`config.mk`:
```
export PLATFORM = sky130hd
export DESIGN_NAME = cam_manager
export DESIGN_NICKNAME = d
export VERILOG_FILES = /design/src/rtl/cam_manager_pkg.sv /design/src/rtl/cam_manager_priority_encoder.sv /design/src/rtl/cam_manager.sv
export SDC_FILE = /design/constraint.sdc
export NUM_CORES = 1
export LEC_CHECK = 0
export CAP_MARGIN = 20
export CORE_MARGIN = 2
export CORE_UTILIZATION = 44
export DETAILED_ROUTE_END_ITERATION = 7
export PLACE_DENSITY = 0.93
export RECOVER_POWER = 25
export SLEW_MARGIN = 20
export SYNTH_ARGS = -nofsm -noshare
export SYNTH_HDL_FRONTEND = slang
export SYNTH_SLANG_ARGS = --single-unit
```
`constraint.sdc`:
```
create_clock -name clk -period 2.3 [get_ports clk]
set_clock_uncertainty 0.15 [all_clocks]
set_input_delay 0.23 -clock clk [delete_from_list [all_inputs] [get_ports clk]]
set_output_delay 0.23 -clock clk [all_outputs]
set_load 0.02 [all_outputs]
```
`src/rtl/cam_manager_pkg.sv`:
```
// Shared encodings for the CAM command front end: response status, request op
// and controller state.
package cam_manager_pkg;

    typedef enum logic [1:0] {
        STATUS_OK        = 2'd0,
        STATUS_EXISTS    = 2'd1,
        STATUS_FULL      = 2'd2,
        STATUS_NOT_FOUND = 2'd3
    } status_t;

    typedef enum logic {
        OP_INSERT = 1'b0,
        OP_DELETE = 1'b1
    } op_t;

    typedef enum logic [2:0] {
        IDLE      = 3'd0,
        LOOKUP    = 3'd1,
        WRITE     = 3'd2,
        WAIT_BUSY = 3'd3,
        RESP      = 3'd4
    } state_t;

    // Wide enough for MATCH_LATENCY up to 8.
    localparam int LOOKUP_CNT_W = 4;

endpackage

```
`src/rtl/cam_manager_priority_encoder.sv`:
```
// Generic priority encoder: index of the winning set bit plus an any-set flag.
// LSB_HIGH_PRIORITY selects whether the lowest or highest index wins.
module priority_encoder #(
    parameter int WIDTH             = 32,
    parameter bit LSB_HIGH_PRIORITY = 1'b1,
    localparam int IDX_W            = (WIDTH > 1) ? $clog2(WIDTH) : 1
) (
    input  logic [WIDTH-1:0] req,
    output logic [IDX_W-1:0] idx,
    output logic             valid
);

    // Scan toward the winning end so the last hit written is the winner.
    always_comb begin
        idx   = '0;
        valid = 1'b0;
        if (LSB_HIGH_PRIORITY) begin
            for (int i = WIDTH - 1; i >= 0; i--) begin
                if (req[i]) begin
                    idx   = IDX_W'(i);
                    valid = 1'b1;
                end
            end
        end else begin
            for (int i = 0; i < WIDTH; i++) begin
                if (req[i]) begin
                    idx   = IDX_W'(i);
                    valid = 1'b1;
                end
            end
        end
    end

endmodule

```
`src/rtl/cam_manager.sv`:
```
// Key-based insert/delete front end that owns the CAM write port, looks keys up
// through the compare port and allocates the lowest free slot on insert.
module cam_manager
    import cam_manager_pkg::*;
#(
    parameter int DATA_WIDTH    = 64,
    parameter int ADDR_WIDTH    = 5,
    parameter int MATCH_LATENCY = 1
) (
    input  logic                  clk,
    input  logic                  rst_n,
    input  logic [DATA_WIDTH-1:0] req_data,
    input  logic                  req_op,
    input  logic                  req_valid,
    output logic                  req_ready,
    output logic [ADDR_WIDTH-1:0] resp_addr,
    output logic [1:0]            resp_status,
    output logic                  resp_valid,
    input  logic                  resp_ready,
    output logic [ADDR_WIDTH-1:0] cam_write_addr,
    output logic [DATA_WIDTH-1:0] cam_write_data,
    output logic                  cam_write_delete,
    output logic                  cam_write_enable,
    input  logic                  cam_write_busy,
    output logic [DATA_WIDTH-1:0] cam_compare_data,
    input  logic                  cam_match,
    input  logic [ADDR_WIDTH-1:0] cam_match_addr,
    output logic [ADDR_WIDTH:0]   free_count
);

    localparam int NUM_SLOTS = 1 << ADDR_WIDTH;

    state_t                  state, state_nxt;
    logic [DATA_WIDTH-1:0]   key_q;
    op_t                     op_q;
    logic [LOOKUP_CNT_W-1:0] lk_cnt;
    logic [NUM_SLOTS-1:0]    bitmap;
    logic [ADDR_WIDTH-1:0]   free_idx;
    logic                    free_vld;
    status_t                 status_q;
    logic                    req_hs;
    logic                    lookup_last;
    logic                    dec_write;
    logic                    dec_delete;
    logic [ADDR_WIDTH-1:0]   dec_addr;
    status_t                 dec_status;

    priority_encoder #(
        .WIDTH             (NUM_SLOTS),
        .LSB_HIGH_PRIORITY (1'b1)
    ) u_free_enc (
        .req   (~bitmap),
        .idx   (free_idx),
        .valid (free_vld)
    );

    assign req_hs           = req_valid && req_ready;
    assign lookup_last      = (state == LOOKUP) && (lk_cnt == '0);
    assign cam_compare_data = key_q;
    assign cam_write_data   = key_q;
    assign resp_status      = status_q;

    // State register
    always_ff @(posedge clk or negedge rst_n) begin
        if (!rst_n) state <= IDLE;
        else        state <= state_nxt;
    end

    // Next-state logic. WAIT_BUSY checks busy every cycle, so an idle CAM
    // costs exactly one cycle there.
    always_comb begin
        state_nxt = state;
        unique case (state)
            IDLE:      if (req_hs)          state_nxt = LOOKUP;
            LOOKUP:    if (lookup_last)     state_nxt = dec_write ? WRITE : RESP;
            WRITE:                          state_nxt = WAIT_BUSY;
            WAIT_BUSY: if (!cam_write_busy) state_nxt = RESP;
            RESP:      if (resp_ready)      state_nxt = IDLE;
            default:                        state_nxt = IDLE;
        endcase
    end

    // Output logic
    always_comb begin
        req_ready        = rst_n && (state == IDLE) && !cam_write_busy;
        resp_valid       = (state == RESP);
        cam_write_enable = (state == WRITE);
    end

    // Decision from the match result sampled in the last LOOKUP cycle.
    always_comb begin
        dec_write  = 1'b0;
        dec_delete = 1'b0;
        dec_addr   = '0;
        dec_status = STATUS_OK;
        if (op_q == OP_INSERT) begin
            if (cam_match) begin
                dec_status = STATUS_EXISTS;
                dec_addr   = cam_match_addr;
            end else if (free_count == '0 || !free_vld) begin
                dec_status = STATUS_FULL;
            end else begin
                dec_write = 1'b1;
                dec_addr  = free_idx;
            end
        end else if (cam_match) begin
            dec_write  = 1'b1;
            dec_delete = 1'b1;
            dec_addr   = cam_match_addr;
        end else begin
            dec_status = STATUS_NOT_FOUND;
        end
    end

    // Key/op capture, lookup timer and registered decision outputs.
    always_ff @(posedge clk or negedge rst_n) begin
        if (!rst_n) begin
            key_q            <= '0;
            op_q             <= OP_INSERT;
            lk_cnt           <= '0;
            cam_write_addr   <= '0;
            cam_write_delete <= 1'b0;
            resp_addr        <= '0;
            status_q         <= STATUS_OK;
        end else begin
            if (req_hs) begin
                key_q  <= req_data;
                op_q   <= op_t'(req_op);
                lk_cnt <= LOOKUP_CNT_W'(MATCH_LATENCY);
            end else if (state == LOOKUP && lk_cnt != '0) begin
                lk_cnt <= lk_cnt - LOOKUP_CNT_W'(1);
            end
            if (lookup_last) begin
                cam_write_addr   <= dec_addr;
                cam_write_delete <= dec_delete;
                resp_addr        <= dec_addr;
                status_q         <= dec_status;
            end
        end
    end

    // Occupancy tracking; the counter moves with the bitmap so it never
    // needs a popcount.
    always_ff @(posedge clk or negedge rst_n) begin
        if (!rst_n) begin
            bitmap     <= '0;
            free_count <= {1'b1, {ADDR_WIDTH{1'b0}}};
        end else if (state == WRITE) begin
            bitmap[cam_write_addr] <= !cam_write_delete;
            free_count <= cam_write_delete ? free_count + (ADDR_WIDTH+1)'(1)
                                           : free_count - (ADDR_WIDTH+1)'(1);
        end
    end

endmodule

```
==> results of run 1 <==
==> worst max-delay path, stage by stage, from the launching register on <==
cell and delay [ps]:
dfrtp_1 350, buf_4 330, clkdlybuf4s50_1 680
==> layer usage <==
layer	share of wire, %	track usage, %	vias up	routed length (um)
met1	40	27.8	2500	6500
met2	51	38.4	201	8270
met4	3.2	11.5	0	512
met3	5.4	5.80	45	872
li1	-	-	2445	-
met5	0	0	-	0
==> path summary, 6_finish.rpt <==
check / from / to / slack, ps / cells past startpoint
max in group asynchronous: rst_n / cam_compare_data[50]$_DFFE_PN0P_ / 370 / 3
min reg2reg: resp_status[1]$_DFFE_PN0P_ / resp_status[1]$_DFFE_PN0P_ / 340 / 1
max reg2reg: lk_cnt[0]$_DFFE_PN0P_ / cam_write_addr[1]$_DFFE_PN0P_ / 170 / 7
min in group asynchronous: rst_n / free_count[2]$_DFFE_PN0P_ / 710 / 3
max: cam_write_delete$_DFFE_PN0P_ / cam_write_delete / 140 / 2
min: req_data[45] / cam_compare_data[45]$_DFFE_PN0P_ / 180 / 3
==> sequential cells by signal, indices dropped and copies added, names as in the netlist <==
signal            count
cam_write_delete      1
bitmap               32
lk_cnt                4
state                 3
op_q                  1
cam_write_addr        5
cam_compare_data     64
free_count            6
resp_status           2
==> power groups by stage <==
| stage | Combinational [mW] | Clock [mW] | Sequential [mW] |
|---|---|---|---|
| floorplan | 3.43 | 0 | 4.63 |
| global placement | 6.53 | 0 | 4.02 |
| detailed placement | 6.72 | 0 | 4.05 |
| CTS | 6.74 | 3.01 | 4.05 |
| global route | 7.16 | 3.13 | 4.20 |
| finish | 6.70 | 2.99 | 4.05 |
==> logic make-up after synthesis <==
| group | Yosys count | synth area share, % |
|---|---|---|
| compound gates | 107 | 10.8 |
| xor+xnor | 9 | 1.36 |
| fa+ha+maj | 8 | 1.85 |
| buf+inv | 110 | 12.3 |
| flops | 118 | 50.8 |
| mux | 2 | 0.366 |
| simple gates | 307 | 22.5 |
==> repair_timing <==
item,4_1_cts,5_1_grt
hold buffers,1,0
setup endpoints to repair,2,0
endpoints found under the hold margin,117,0
resized for setup,2,0
buffers inserted,0,0
==> synth_stat cells (4+ instances only) <==
library cell and n:
ha_1 7, clkbuf_1 11, and3_1 6, xnor2_1 6, nor2_1 24, dfrtp_1 117
buf_4 74, nor3_1 4, a21oi_1 43, nand2_1 233, a31oi_1 28, o21ai_0 18
a21o_1 4, inv_1 12, buf_2 12, nand3_1 5, nand4_1 6
==> layout make-up <==
| type | instances | area [um2] |
|---|---|---|
| sequential | 118 | 2950 |
| multi-input combinational | 433 | 2150 |
| clock inverter | 14 | 231 |
| tap | 172 | 215 |
| clock buffer | 18 | 429 |
| inverter | 12 | 45.0 |
| timing repair buffer | 243 | 2410 |
| fill | 950 | 4340 |
==> run_results.csv, run 1 <==
group,metric,value,unit
final_layout,layout_common_cells,"nand2_1 (232), clkdlybuf4s50_1 (222), dfrtp_1 (117), a21oi_1 (43), a31oi_1 (28)",
final_layout,area_delta_synth_final,45.1,%
die,rows,41,
timing,fin_crit_sh,93.7,%
route,drt-wirelength-per-cell,16.0,um
power_and_ir_drop,power,13.7,mW
die,pin_count,226,
power_and_ir_drop,pwr_density_cell,1630,mW/mm2
final_layout,insertedDiodeCount,0,
timing,finalHoldViolCount,0,
clock_tree,cts_sinks,118,
timing,holdWs,185,ps
clock_tree,clkLatencyLatePin,420,ps
route,avgViaCountPerCell,5.14,
grt,antenna_found_initial,0,
placement,pre_cts_slack,212,ps
power_and_ir_drop,comb_power_share,48.7,%
synthesis,synth_flop_cell,"dfrtp_1",
power_and_ir_drop,swShare,40.1,%
timing,layout_min_cycle_time,2160,ps
clock_tree,cts_root_buf,"clkbuf_16",
power_and_ir_drop,seqPwrFrac,29.5,%
synthesis,synth_fp_nets,745,
power_and_ir_drop,p_int,8.23,mW
timing,worst_slew_pin_slew,1480,ps
placement,port_buffers,225,
synthesis,postSynthCellCount,661,
clock_tree,clk_pin_slew,60,ps
power_and_ir_drop,p_sw,5.51,mW
final_layout,drive_gt1_share,7.16,%
synthesis,syn_avg_cell_area,8.79,um2
final_layout,utilization,66.0,%
final_layout,nets,909,
synthesis,synth.area.top_cells,"dfrtp_1 (50%), nand2_1 (15%), buf_4 (9.6%)",
synthesis,synthArstFlopShare,100,%
synthesis,synth-seq-area-share,50.8,%
run,cap_violations,0,
die,die_h,119,um
grt,grt_usage,23.1,%
route,antenna_left,0,
clock_tree,cts_made_buffers,17,
timing,timing.final.max_slew_violations,0,
final_layout,stdcell_count,1010,
placement,placed_cell_area,0.00778,mm2
power_and_ir_drop,ir_worst_vdd,0.975,mV
route,dr.first_iter.drc_count,292,
synthesis,ys_types,51,
critical_path,cp.required,1920,ps
critical_path,worstSetupPathType,"register to output port",
grt,grt_max_degree,119,
clock_tree,cts_tree,"yes",
grt,gr-total-overflow,0,
timing,setup_tns,0,ps
critical_path,critPathArrivalTime,1780,ps
timing,fin_ws,144,ps
grt,grt_first_pass_wirelength,26000,um
die,die_x,119,um
final_layout,design_area,0.00843,mm2
timing,max_freq,464,MHz
timing,rsz0062_at_grt,"no",
die,start_util,45.5,%
run_status,outcome,"finished, final reports clean",
synthesis,synth_top_area_cell,"dfrtp_1",
route,drc,0,
timing,setup_viol,0,
synthesis,yosysWarnings,0,
critical_path,critPathLaunchType,"register",
synthesis,netlist_area,0.00581,mm2
synthesis,synth_top_area_share,50.4,%
placement,dp_hpwl,11300,um
grt,first_global_vias,5267,
final_layout,final_common_cell,"nand2_1",
clock_tree,cts.path.max_buffers,2,
route,routed-via-count,5191,
power_and_ir_drop,p_leak,3.82,nW
critical_path,crit_path_max_fanout,32,
die,dieArea,0.0141,mm2
clock_tree,h-tree-depth,4,
synthesis,synth-edff-count,0,
critical_path,end_kind,"output port",
power_and_ir_drop,clkPwrFrac,21.8,%
route,drtPass1Iterations,4,
placement,gp_congestion,0.809,
placement,dp_cells,977,
die,core,0.0128,mm2
hold_path,hold_class,"input port to register",
route,wirelength,16200,um
timing,max_slew_margin,1.64,%
synthesis,ys_ff_latch,118,
(Power assumes the default switching activity.)
==> run 2: changes to the inputs <==
Settings changed: CTS_CLUSTER_SIZE set to 24.
==> results of run 2 <==
Final layout, timing and power as in run 1 (identical DEF).
